File: config.mk
export PLATFORM = sky130hd
export DESIGN_NAME = traffic_phase_controller
export DESIGN_NICKNAME = d
export VERILOG_FILES = /design/src/rtl/traffic_phase_controller_pkg.sv /design/src/rtl/traffic_phase_controller_tick.sv /design/src/rtl/traffic_phase_controller.sv
export SDC_FILE = /design/constraint.sdc
export NUM_CORES = 1
export LEC_CHECK = 0
export ABC_CLOCK_PERIOD_IN_PS = 8900
export BUFFER_PORTS_ARGS = -buffer_cell sky130_fd_sc_hd__buf_2
export CORE_ASPECT_RATIO = 0.5
export CORE_MARGIN = 3
export CORE_UTILIZATION = 56
export DETAILED_ROUTE_END_ITERATION = 16
export PLACE_DENSITY = 0.73
export SYNTH_ARGS = -nofsm -noshare
export SYNTH_HDL_FRONTEND = slang
export SYNTH_SLANG_ARGS = --single-unit
File: constraint.sdc
create_clock -name clock -period 8.9 [get_ports clock]
set_input_delay 0.445 -clock clock [delete_from_list [all_inputs] [get_ports clock]]
set_output_delay 0.445 -clock clock [all_outputs]
set_load 0.005 [all_outputs]
File: src/rtl/traffic_phase_controller_pkg.sv
// Shared definitions for the intersection phase controller:
// phase codes, light encodings and the seconds-display saturation helper.
package traffic_defs;

    typedef enum logic [2:0] {
        PH_ALL_RED_B  = 3'd0,
        PH_ROW_GREEN  = 3'd1,
        PH_ROW_YELLOW = 3'd2,
        PH_ALL_RED_A  = 3'd3,
        PH_COL_GREEN  = 3'd4,
        PH_COL_YELLOW = 3'd5,
        PH_FLASH_ON   = 3'd6,
        PH_FLASH_OFF  = 3'd7
    } phase_e;

    localparam logic [2:0] LIGHT_RED    = 3'b100;
    localparam logic [2:0] LIGHT_YELLOW = 3'b010;
    localparam logic [2:0] LIGHT_GREEN  = 3'b001;
    localparam logic [2:0] LIGHT_OFF    = 3'b000;

    // Two-digit display limit.
    function automatic logic [6:0] sat99(input logic [7:0] v);
        return (v > 8'd99) ? 7'd99 : v[6:0];
    endfunction

endpackage

File: src/rtl/traffic_phase_controller_tick.sv
// One-second tick generator: counts 0..CLOCK_DIV-1, tick high on the last count.
// Ports: clock, reset (async, active-high) in; tick out (one clock wide).
module tick_generator #(
    parameter int CLOCK_DIV = 50_000_000
) (
    input  logic clock,
    input  logic reset,
    output logic tick
);

    localparam int W = (CLOCK_DIV > 1) ? $clog2(CLOCK_DIV) : 1;
    localparam logic [W-1:0] LAST = W'(CLOCK_DIV - 1);

    logic [W-1:0] count_q;
    logic [W-1:0] count_d;

    always_comb begin
        tick    = (count_q == LAST);
        count_d = tick ? '0 : count_q + W'(1);
    end

    always_ff @(posedge clock or posedge reset) begin
        if (reset) count_q <= '0;
        else       count_q <= count_d;
    end

endmodule

File: src/rtl/traffic_phase_controller.sv
// Two-road intersection phase sequencer with green truncation on cross-road requests
// and night flashing. Ports: clock, reset, row/column_request, night_mode in;
// row/column_traffic_lights {r,y,g}, row/column_remaining (s), phase code out.
module traffic_phase_controller
    import traffic_defs::*;
#(
    parameter int CLOCK_DIV    = 50_000_000,
    parameter int GREEN_TIME   = 28,
    parameter int YELLOW_TIME  = 4,
    parameter int ALL_RED_TIME = 1,
    parameter int MIN_GREEN    = 8
) (
    input  logic       clock,
    input  logic       reset,
    input  logic       row_request,
    input  logic       column_request,
    input  logic       night_mode,
    output logic [2:0] row_traffic_lights,
    output logic [2:0] column_traffic_lights,
    output logic [6:0] row_remaining,
    output logic [6:0] column_remaining,
    output logic [2:0] phase
);

    localparam logic [5:0] G6 = 6'(GREEN_TIME);
    localparam logic [5:0] Y6 = 6'(YELLOW_TIME);
    localparam logic [5:0] R6 = 6'(ALL_RED_TIME);
    localparam logic [5:0] M6 = 6'(MIN_GREEN);
    localparam logic [7:0] G8 = 8'(GREEN_TIME);
    localparam logic [7:0] Y8 = 8'(YELLOW_TIME);
    localparam logic [7:0] R8 = 8'(ALL_RED_TIME);
    localparam logic [6:0] RST_COL_REM = sat99(R8 + G8 + Y8 + R8);

    function automatic logic [5:0] phase_time(input phase_e p);
        case (p)
            PH_ROW_GREEN, PH_COL_GREEN:   return G6;
            PH_ROW_YELLOW, PH_COL_YELLOW: return Y6;
            PH_ALL_RED_A, PH_ALL_RED_B:   return R6;
            default:                      return 6'd0;
        endcase
    endfunction

    logic       tick;
    logic       expire;
    logic       trunc;
    logic [7:0] t8;
    logic [7:0] row_sum;
    logic [7:0] col_sum;

    phase_e     state_q, state_d;
    logic [5:0] timer_q, timer_d;
    logic       req_row_q, req_row_d;
    logic       req_col_q, req_col_d;
    logic [2:0] row_lights_q, row_lights_d;
    logic [2:0] col_lights_q, col_lights_d;
    logic [6:0] row_rem_q, row_rem_d;
    logic [6:0] col_rem_q, col_rem_d;

    tick_generator #(.CLOCK_DIV(CLOCK_DIV)) u_tick (
        .clock (clock),
        .reset (reset),
        .tick  (tick)
    );

    always_comb begin
        state_d   = state_q;
        timer_d   = timer_q;
        req_row_d = req_row_q | row_request;
        req_col_d = req_col_q | column_request;
        expire    = tick && (timer_q == 6'd1);
        trunc     = 1'b0;

        unique case (state_q)
            PH_ALL_RED_B:
                if (expire) state_d = night_mode ? PH_FLASH_ON : PH_ROW_GREEN;
            PH_ROW_GREEN:
                if (expire) state_d = PH_ROW_YELLOW;
                else        trunc   = req_col_d && (timer_q > M6);
            PH_ROW_YELLOW:
                if (expire) state_d = PH_ALL_RED_A;
            PH_ALL_RED_A:
                if (expire) state_d = night_mode ? PH_FLASH_ON : PH_COL_GREEN;
            PH_COL_GREEN:
                if (expire) state_d = PH_COL_YELLOW;
                else        trunc   = req_row_d && (timer_q > M6);
            PH_COL_YELLOW:
                if (expire) state_d = PH_ALL_RED_B;
            PH_FLASH_ON:
                if (tick) state_d = night_mode ? PH_FLASH_OFF : PH_ALL_RED_B;
            PH_FLASH_OFF:
                if (tick) state_d = night_mode ? PH_FLASH_ON : PH_ALL_RED_B;
        endcase

        // A phase change always reloads; truncation beats the plain decrement.
        if (state_d != state_q) timer_d = phase_time(state_d);
        else if (trunc)         timer_d = M6;
        else if (tick)          timer_d = timer_q - 6'd1;

        if (state_d == PH_ROW_GREEN && state_q != PH_ROW_GREEN) req_row_d = 1'b0;
        if (state_d == PH_COL_GREEN && state_q != PH_COL_GREEN) req_col_d = 1'b0;
        if (state_q inside {PH_FLASH_ON, PH_FLASH_OFF} ||
            state_d inside {PH_FLASH_ON, PH_FLASH_OFF}) begin
            req_row_d = 1'b0;
            req_col_d = 1'b0;
        end

        // Outputs are computed from the next state so they register with it.
        t8           = {2'b00, timer_d};
        row_sum      = 8'd0;
        col_sum      = 8'd0;
        row_lights_d = LIGHT_RED;
        col_lights_d = LIGHT_RED;
        unique case (state_d)
            PH_ALL_RED_B: begin
                row_sum = t8;
                col_sum = t8 + G8 + Y8 + R8;
            end
            PH_ROW_GREEN: begin
                row_lights_d = LIGHT_GREEN;
                row_sum      = t8;
                col_sum      = t8 + Y8 + R8;
            end
            PH_ROW_YELLOW: begin
                row_lights_d = LIGHT_YELLOW;
                row_sum      = t8;
                col_sum      = t8 + R8;
            end
            PH_ALL_RED_A: begin
                row_sum = t8 + G8 + Y8 + R8;
                col_sum = t8;
            end
            PH_COL_GREEN: begin
                col_lights_d = LIGHT_GREEN;
                col_sum      = t8;
                row_sum      = t8 + Y8 + R8;
            end
            PH_COL_YELLOW: begin
                col_lights_d = LIGHT_YELLOW;
                col_sum      = t8;
                row_sum      = t8 + R8;
            end
            PH_FLASH_ON: begin
                row_lights_d = LIGHT_YELLOW;
                col_lights_d = LIGHT_YELLOW;
            end
            PH_FLASH_OFF: begin
                row_lights_d = LIGHT_OFF;
                col_lights_d = LIGHT_OFF;
            end
        endcase
        row_rem_d = sat99(row_sum);
        col_rem_d = sat99(col_sum);
    end

    always_ff @(posedge clock or posedge reset) begin
        if (reset) begin
            state_q      <= PH_ALL_RED_B;
            timer_q      <= R6;
            req_row_q    <= 1'b0;
            req_col_q    <= 1'b0;
            row_lights_q <= LIGHT_RED;
            col_lights_q <= LIGHT_RED;
            row_rem_q    <= sat99(R8);
            col_rem_q    <= RST_COL_REM;
        end else begin
            state_q      <= state_d;
            timer_q      <= timer_d;
            req_row_q    <= req_row_d;
            req_col_q    <= req_col_d;
            row_lights_q <= row_lights_d;
            col_lights_q <= col_lights_d;
            row_rem_q    <= row_rem_d;
            col_rem_q    <= col_rem_d;
        end
    end

    assign row_traffic_lights    = row_lights_q;
    assign column_traffic_lights = col_lights_q;
    assign row_remaining         = row_rem_q;
    assign column_remaining      = col_rem_q;
    assign phase                 = state_q;

endmodule
* Word-level counts from Yosys, hierarchy flattened
Cells that the tools add are included.
** Word-level totals
- Register bits :: 57
- Word-level logic and storage cells :: 89
** Cells by class
- Add/sub/neg operators :: 8
- $lt $le $gt $ge :: 3
- Equal/unequal tests :: 19
- Multiplexer cells :: 31
- Bitwise gates (word level) :: 2
- Reduce and logical (&&, ||, !) cells :: 17
** Operators with widths (count)
- one-hot mux 8 bit (4 select lines) :: 2
- 2-to-1 mux 3 bit :: 11
- adder 26 x 1 -> 26 bit (second input constant) :: 1
- equality test 26 bit (second input constant) :: 1
- 2-to-1 mux 26 bit :: 1
- equality test 3 bit (second input constant) :: 8
- one-hot mux 3 bit (8 select lines) :: 1
- 2-to-1 mux 6 bit :: 3
- one-hot mux 3 bit (3 select lines) :: 2
- greater-than comparator 8 x 7 -> 1 bit (second input constant) :: 2
- one-hot mux 5 bit (3 select lines) :: 1
- 2-to-1 mux 7 bit :: 2
- equality test 3 x 2 -> 1 bit (second input constant) :: 4
- OR reduction 2 bit :: 5
- adder 7 x 1 -> 8 bit (second input constant) :: 1
- adder 7 x 3 -> 8 bit (second input constant) :: 1
- adder 8 x 1 -> 8 bit (second input constant) :: 1
- adder 6 x 1 -> 7 bit (second input constant) :: 1
- adder 6 x 3 -> 7 bit (second input constant) :: 1
- adder 6 x 5 -> 7 bit (second input constant) :: 1
- equality test 3 x 1 -> 1 bit (second input constant) :: 2
- equality test 6 x 1 -> 1 bit (second input constant) :: 1
- greater-than comparator 6 x 4 -> 1 bit (second input constant) :: 1
- zero test 3 bit :: 2
- other kinds (12) :: 24

* Logic depth before layout (Yosys ltp)
Gate-level depths: netlist (run 1).
- Depth after elaboration :: 14
- Gate-level depth with buffers :: 19
- Mapped depth without buffers :: 18

* By module
From an unflattened synthesis (run 1), not the netlist that was laid out.
** Unflattened totals
- Cell total of the unflattened synthesis :: 413
- Area, all modules :: 3742.3 um^2
** Modules (own cells, without submodules)
- traffic_phase_controller :: times used 1, cells an instance 286, area each 2443.6 um^2
- tick_generator :: times used 1, cells an instance 127, area each 1298.7 um^2

* Worst setup path before layout (run 1)
OpenSTA, ideal clock, no wires.
- Path kind :: reg2reg
- From :: reg u_tick.count_q[8]
- To :: reg row_rem_q[0] (netlist: row_remaining[0])
- Arrival :: 4297 ps
- Data required time :: 8812 ps
- Slack :: 4515 ps
- Stages on the path, launching flop included :: 17
- Buffers on the path :: 0
- Period minus slack after synthesis :: 4385 ps
- Path through :: dfrtp_1 or4_4 nor3_2 nand2_1 or4_1 o2bb2ai_1 inv_2 nand2_1 nand4_1 nand2_1 ha_1 o211a_1 a211oi_1 a22oi_1 nor4_1 a221oi_2 or3_1
** On the way
- Cells in the longest elaborated chain, start to end :: 14
** Ends and longest elaborated chain
- start, declared :: RTL line traffic_phase_controller_tick.sv:14 : logic [W-1:0] count_q;
- start signal, assigned :: RTL line traffic_phase_controller_tick.sv:24 : else count_q <= count_d;
- equality test 26 bit * :: RTL line traffic_phase_controller_tick.sv:18 : tick = (count_q == LAST);
- logical AND 1 bit :: RTL line traffic_phase_controller.sv:70 : expire = tick && (timer_q == 6'd1);
- 2-to-1 mux 3 bit (tied with other cells) :: RTL line traffic_phase_controller.sv:87 : if (expire) state_d = PH_ALL_RED_B;
- one-hot mux 3 bit (8 select lines) * :: RTL line traffic_phase_controller.sv:73 : unique case (state_q)
- via state_d[0] :: RTL line traffic_phase_controller.sv:50 : phase_e state_q, state_d;
- equality test 3 x 2 -> 1 bit (tied with other cells) :: RTL line traffic_phase_controller.sv:35 : case (p)
- OR reduction 2 bit :: RTL line traffic_phase_controller.sv:35
- one-hot mux 5 bit (3 select lines) :: RTL line traffic_phase_controller.sv:35
- 2-to-1 mux 6 bit * :: RTL line traffic_phase_controller.sv:95 : if (state_d != state_q) timer_d = phase_time(state_d);
- via timer_d[0] :: RTL line traffic_phase_controller.sv:51 : logic [5:0] timer_q, timer_d;
- adder 6 x 5 -> 7 bit :: RTL line traffic_phase_controller.sv:129 : row_sum = t8 + G8 + Y8 + R8;
- adder 7 x 3 -> 8 bit :: RTL line traffic_phase_controller.sv:129
- adder 8 x 1 -> 8 bit :: RTL line traffic_phase_controller.sv:129
- one-hot mux 8 bit (4 select lines) * :: RTL line traffic_phase_controller.sv:113 : unique case (state_d)
- greater-than comparator 8 x 7 -> 1 bit :: RTL line traffic_phase_controller_pkg.sv:23 : return (v > 8'd99) ? 7'd99 : v[6:0];
- 2-to-1 mux 7 bit * :: RTL line traffic_phase_controller_pkg.sv:23
- via row_rem_d[0] :: RTL line traffic_phase_controller.sv:56 : logic [6:0] row_rem_q, row_rem_d;
- end signal, assigned :: RTL line traffic_phase_controller.sv:163 : row_rem_q <= sat99(R8);
- end signal, assigned :: RTL line traffic_phase_controller.sv:172 : row_rem_q <= row_rem_d;
- end, declared :: RTL line traffic_phase_controller.sv:56
Mark *: on every way through the listed nets, which the timed path passes. The rest lies on a longest branch.

* Worst setup path after layout (run 1)
- From :: reg u_tick.count_q[16]
- To :: reg row_rem_q[0] (netlist: row_remaining[0])
The elaborated chain is that of the path after synthesis.

==> results.py, run 1 <==
metrics = {
    "run_status": {
        "status": "complete, no violations",
    },
    "timing": {
        "whs_ns": 0.305,
        "rsz0062_at_grt": "no",
        "fin_tns_setup_ns": 0,
        "worst_pin_slew_ns": 0.972,
        "hold_viol": 0,
        "finClkSkew_ns": 0.00888,
        "post-route-period-util_pct": 62.3,
        "fin_crit_ns": 5.55,
        "fmax_ghz": 0.180,
        "slew_viol_final": 0,
        "setup_ws_ns": 3.35,
        "finalSetupViolCount": 0,
        "relSlewSlack_pct": 34.5,
    },
    "cts": {
        "h-tree-depth": 3,
        "cts-resized-gates": 0,
        "cts_tree": "done",
        "numCtsBuffers": 9,
        "ctsHoldBuffers": 0,
        "cts_root_buf": "clkbuf_16",
        "clock_path_buffers": 2,
        "clk_latency_ns": 0.34,
        "clk_pin_slew_ns": 0.05,
        "cts_sinks": 57,
        "postCtsSetupRepairBufs": 0,
    },
    "setup_path": {
        "regToRegSetupSlack_ns": 3.35,
        "r2r_end": "row_remaining[0]",
        "worstPathRequired_ns": 9.15,
        "crit_fanout": 18,
        "r2r-start": "u_tick.count_q[16]",
        "end_kind": "flop",
        "critical_path_arrival_ns": 5.80,
        "critical_path_class": "flop to flop",
        "critPathCapture": "row_remaining[0]",
        "crit_path_start": "u_tick.count_q[16]",
        "rr_worst_depth": 16,
        "start_kind": "flop",
    },
    "route": {
        "vias_per_cell": 6.76,
        "dr.pass1.iters": 5,
        "num_vias": 3856,
        "drt_wl_total_um": 11200,
        "drc": 0,
        "drt_iter0_drc": 720,
        "wl_per_cell_um": 19.6,
        "final_antenna_net_count": 0,
    },
    "layout": {
        "diodes": 0,
        "drive_above_1_share_pct": 14.1,
        "seqCellArea_mm2": 0.00143,
        "multi_input_area_mm2": 0.00227,
        "final_cell_mix": "nor2_1, dfrtp_1, nand2_1",
        "instances_no_fill": 570,
        "layout.nets": 487,
        "area_growth_pct": 13.2,
        "fin_area_mm2": 0.00436,
        "fillers": 489,
    },
    "global_routing": {
        "grt_use_total_pct": 29.3,
        "grtUsageMet3_pct": 8.98,
        "first_global_vias": 3536,
        "grt_start_max_net_pins": 58,
        "use_met1_pct": 39.9,
        "grt_busiest_layer": "met2",
        "antenna_found_initial": 0,
        "use_met2_pct": 45.2,
        "gr-total-overflow": 0,
        "grt_pass1_wl_um": 18000,
    },
    "power_and_ir_drop": {
        "powerDensity_mw_per_mm2": 162,
        "p_leak_nw": 1.87,
        "ir_worst_vdd_mv": 0.148,
    },
    "floorplanning": {
        "row_count": 20,
        "core_mm2": 0.00636,
        "fp.dieW_um": 123,
        "dieArea_mm2": 0.00797,
        "die_h_um": 64.6,
        "num_io_pins": 28,
        "start_util_pct": 60.6,
    },
    "place": {
        "place_area_mm2": 0.00401,
        "placedCellCount": 554,
        "pre_cts_ws_ns": 3.53,
        "portBuffers": 27,
        "dp_hpwl_um": 7800,
        "place_congestion": 1.01,
    },
    "yosys": {
        "ys.flop_type": "dfrtp_1",
        "synth_area_mm2": 0.00385,
        "synthArstFlopShare_pct": 100,
        "synth-seq-area-share_pct": 37.2,
        "synth_edf_count": 0,
        "synth.yosys.warnings": 0,
        "syn_nets": 469,
        "syn_inst": 459,
        "syn_area_per_cell_um2": 8.39,
        "synth-seq-cells": 57,
        "synthDistinctLibCells": 74,
    },
    "min_path": {
        "holdCritPathClass": "input port to async pin",
    },
    "run": {
        "cap_violations": 0,
    },
}
[per-layer routing]
layer / vias to the layer above / wire (µm)
met2: 239 / 4940
met4: 0 / 189
met3: 28 / 1240
met1: 1838 / 4810
li1: 1751 / -
met5: - / 0
[cell usage after synthesis (all sizes together), types with 5 or more instances]
cell type,number,area (µm²)
and3,5,31.3
buf,5,30.0
dfstp,6,158
nand2,46,173
inv,15,56.3
dfrtp,51,1280
clkbuf,16,60.1
o31ai,7,57.6
nand4,15,93.8
o21ai,27,135
and4,6,52.6
nor4,7,50.1
and2,7,43.8
nor2b,5,31.3
nand2b,7,43.8
a21oi,24,135
xor2,13,114
or3,9,56.3
ha,5,62.6
nand3,19,95.1
xnor2,11,96.3
or4,6,56.3
a22oi,5,37.5
nor2,51,191
nor3,16,85.1
a31oi,9,56.3
a211oi,7,52.6
[sequential cells by signal (all words and copies together) (netlist names)]
register / cells
phase: 3
row_traffic_lights: 3
column_remaining: 7
req_row_q: 1
column_traffic_lights: 3
row_remaining: 7
timer_q: 6
u_tick.count_q: 26
req_col_q: 1
[logic make-up after synthesis]
| family | after synthesis | synth area share (%) |
|---|---|---|
| AO/OA/AOI/OAI | 120 | 21.5 |
| XOR/XNOR | 24 | 5.46 |
| adder cells (fa/ha/maj) | 5 | 1.62 |
| buffers and inverters | 37 | 3.90 |
| flip-flops | 57 | 37.2 |
| multiplexers | 7 | 1.95 |
| AND/OR/NAND/NOR | 209 | 28.3 |
[power breakdown]
part	leakage [nW]	internal, mW	total [mW]	switching [mW]
logic	0.984	0.0131	0.0385	0.0254
registers	0.723	0.264	0.268	0.00417
clock network	0.166	0.280	0.400	0.120
[final cells by class]
class | instances | share of cell area, %
clock inverters | 5 | 2.35
clock buffers | 11 | 5.57
repair buffers | 28 | 3.27
flip-flops and latches | 57 | 32.9
inverters | 16 | 1.38
multi-input cells | 365 | 52.0
well taps | 88 | 2.53
[per-stage QoR]
stage	power, mW	utilization (%)
final	0.706	68.6
after global routing	0.725	68.6
after CTS	0.707	68.6
after detailed placement	0.309	63.1
after global placement	0.309	63.1
after floorplan	0.297	-
[critical path, stage by stage (launching register included)]
cell and delay [ns]:
dfrtp_1 0.43, or4b_1 0.62, nor2_1 0.30, and3_1 0.75
a21oi_1 0.16, o2bb2ai_1 0.64, inv_2 0.23, nand2_1 0.14
nand4_1 0.11, nand2_1 0.15, ha_1 0.50, o211a_1 0.29
o311a_1 0.16, a22oi_1 0.10, nor4_1 0.39, a221oi_2 0.12
or3_1 0.37
[worst min-delay path by stage]
stage	endpoint	cells after the start	start
2_1_floorplan	u_tick.count_q[0]	1	u_tick.count_q[0]
3_3_place_gp	u_tick.count_q[0]	1	u_tick.count_q[0]
3_5_place_dp	u_tick.count_q[0]	1	u_tick.count_q[0]
4_1_cts	timer_q[2]	3	reset
5_1_grt	timer_q[2]	3	reset
6_report	u_tick.count_q[13]	3	reset
No activity file was read; power rests on OpenSTA's default activity.
==> run 2, diff against run 1 <==
--- a/config.mk
+++ b/config.mk
@@ -5,13 +5,13 @@
 export SDC_FILE = /design/constraint.sdc
 export NUM_CORES = 1
 export LEC_CHECK = 0
-export ABC_CLOCK_PERIOD_IN_PS = 8900
+export ABC_CLOCK_PERIOD_IN_PS = 4480
 export BUFFER_PORTS_ARGS = -buffer_cell sky130_fd_sc_hd__buf_2
 export CORE_ASPECT_RATIO = 0.5
 export CORE_MARGIN = 3
-export CORE_UTILIZATION = 56
+export CORE_UTILIZATION = 55
 export DETAILED_ROUTE_END_ITERATION = 16
-export PLACE_DENSITY = 0.73
+export PLACE_DENSITY = 0.75
 export SYNTH_ARGS = -nofsm -noshare
 export SYNTH_HDL_FRONTEND = slang
 export SYNTH_SLANG_ARGS = --single-unit
==> constraint.sdc (replaced) <==
create_clock -name clock -period 4.48 [get_ports clock]
set_input_delay 0.224 -clock clock [delete_from_list [all_inputs] [get_ports clock]]
set_output_delay 0.224 -clock clock [all_outputs]
set_load 0.005 [all_outputs]
==> run 2 against run 1 <==
Flip-flop and latch count did not move. First-iteration DRC count rose by 2.4%. Global-route usage rose by 1.3 points. Combinational power rose by 110%. Register-to-register slack got worse by 3.1 ns. Sequential share of layout area fell by 1.6 points.
==> results.py, run 2 (same netlist as run 1, synthesis figures left out) <==
metrics = {
    "run_status": {
        "status": "complete, no violations",
    },
    "place": {
        "place_area_mm2": 0.00422,
        "placedCellCount": 582,
        "portBuffers": 27,
        "dp_hpwl_um": 8440,
        "place_congestion": 1.02,
    },
    "setup_path": {
        "worstPathRequired_ns": 4.73,
        "critical_path_class": "flop to flop",
        "critPathMaxStageDelay_ns": 0.59,
        "critical_path_arrival_ns": 4.48,
        "end_kind": "flop",
        "crit_fanout": 13,
        "cp_slowest_cell": "or4_4",
        "cp_num_cells": 16,
        "start_kind": "flop",
        "crit_family": "simple AND/OR/NAND/NOR gates",
        "crit_chain": "or4_4 -> or4_4 -> o31ai_1 -> a211o_1 -> inv_1 -> nand2_2 -> nand4_1 -> nand2_1 -> ha_1 -> buf_4 -> nand2_1 -> o21ai_0 -> a22oi_1 -> nor4_2 -> a221oi_2 -> or3_1",
        "path_buf_inv": 2,
        "rr_worst_depth": 16,
    },
    "layout": {
        "largest_reg_flops": 26,
        "final_util_pct": 71.6,
        "instances_no_fill": 599,
        "drive_above_1_share_pct": 20.2,
        "final_cell_mix": "dfrtp_1, nor2_1, nand2_1",
        "area_growth_pct": 19.0,
        "fin_area_mm2": 0.00458,
        "final_common_cell": "dfrtp_1",
        "largest_register": "u_tick.count_q",
        "diodes": 0,
        "fillers": 519,
        "layout.nets": 516,
    },
    "timing": {
        "post-route-period-util_pct": 94.3,
        "worst_pin_slew_ns": 0.780,
        "hold_viol": 0,
        "fin_crit_ns": 4.22,
        "finClkSkew_ns": 0.00699,
        "whs_ns": 0.0860,
        "slew_viol_final": 0,
        "fmax_ghz": 0.237,
        "relSlewSlack_pct": 47.4,
        "finalSetupViolCount": 0,
    },
    "cts": {
        "h-tree-depth": 3,
        "clock_path_buffers": 2,
        "cts_sinks": 57,
        "clk_pin_slew_ns": 0.05,
        "numCtsBuffers": 9,
        "cts_root_buf": "clkbuf_16",
        "clk_latency_ns": 0.34,
        "cts_tree": "done",
    },
    "floorplanning": {
        "row_count": 20,
        "num_io_pins": 28,
        "die_h_um": 65.2,
        "fp.dieW_um": 124,
        "start_util_pct": 60.1,
        "dieArea_mm2": 0.00810,
        "core_mm2": 0.00641,
    },
    "min_path": {
        "holdCritPathClass": "input port to async pin",
    },
    "route": {
        "drt_iter0_drc": 737,
        "drt_wl_total_um": 11700,
        "drc": 0,
        "vias_per_cell": 6.58,
        "dr.pass1.iters": 6,
        "wl_per_cell_um": 19.5,
        "final_antenna_net_count": 0,
        "num_vias": 3940,
    },
    "global_routing": {
        "gr-total-overflow": 0,
        "antenna_found_initial": 0,
        "first_global_vias": 3695,
        "grt_start_max_net_pins": 58,
        "grt_pass1_wl_um": 19400,
        "grt_use_total_pct": 30.5,
    },
    "run": {
        "cap_violations": 0,
    },
    "power_and_ir_drop": {
        "powerDensity_mw_per_mm2": 284,
        "ir_worst_vdd_mv": 0.309,
        "total_power_mw": 1.30,
        "p_leak_nw": 2.03,
    },
}
[run 2: cell count changes in the layout (fill, tap and decap cells not counted), sizes merged]
cell	delta
buf	+29
clkbuf	+2
clkinvlp	-1
clkinv	+1
bufinv	-2
[run 2: worst paths after layout]
| check | startpoint | endpoint | slack [ns] |
|---|---|---|---|
| setup / recovery | u_tick.count_q[8] | row_remaining[0] | 0.26 |
| min in group clock | row_request | req_row_q | 0.23 |
| hold / removal | reset | u_tick.count_q[15] | 0.09 |
| hold reg to reg | u_tick.count_q[0] | u_tick.count_q[0] | 0.49 |
| setup reg to reg | u_tick.count_q[8] | row_remaining[0] | 0.26 |
| max in group asynchronous | reset | column_remaining[0] | 3.93 |
[run 2: cell type report]
cell class / instances / area, µm² / area share, %
Clock inverter: 3 / 40.0 / 0.873
Clock buffer: 13 / 260 / 5.68
Sequential cell: 57 / 1430 / 31.3
Tap cell: 88 / 110 / 2.40
Multi-Input combinational cell: 365 / 2320 / 50.6
Inverter: 16 / 60.1 / 1.31
Timing Repair Buffer: 57 / 360 / 7.86
[run 2: worst reg2reg max path: cells and delay by family, from the launching register on]
kind	cells	cell delay, ns
AOI/OAI and AO/OA	5	0.97
DFF	1	0.43
and+or+nand+nor	8	2.24
buffers and inverters	2	0.29
adders and majority gates	1	0.19
[run 2: what timing repair did]
item | in CTS | in global routing
resized for setup | 0 | 9
buffers inserted | 0 | 1
endpoints found under the hold margin | 0 | 0
hold buffers | 0 | 0
endpoints found under the setup margin | 0 | 4
[run 2: metal layers]
layer | track usage (%) | routed length, µm | vias up
li1 | - | - | 1813
met1 | 41.1 | 5180 | 1857
met2 | 48.8 | 5190 | 247
met3 | 7.31 | 1130 | 23
met4 | 11.1 | 189 | 0
met5 | 0 | 0 | -
[run 2: power by group]
group / total, mW / internal, mW / switching, mW
combinational: 0.0795 / 0.0280 / 0.0514
sequential: 0.532 / 0.524 / 0.00846
clock: 0.689 / 0.458 / 0.231
[run 2: through the flow]
step / setup slack [ns] / TNS [ns]
detailed placement: 0.107 / 0
floorplan: 0.0952 / 0
finish: 0.255 / 0
global placement: 0.257 / 0
global route: -0.0351 / -0.0351
CTS: 0.0860 / 0
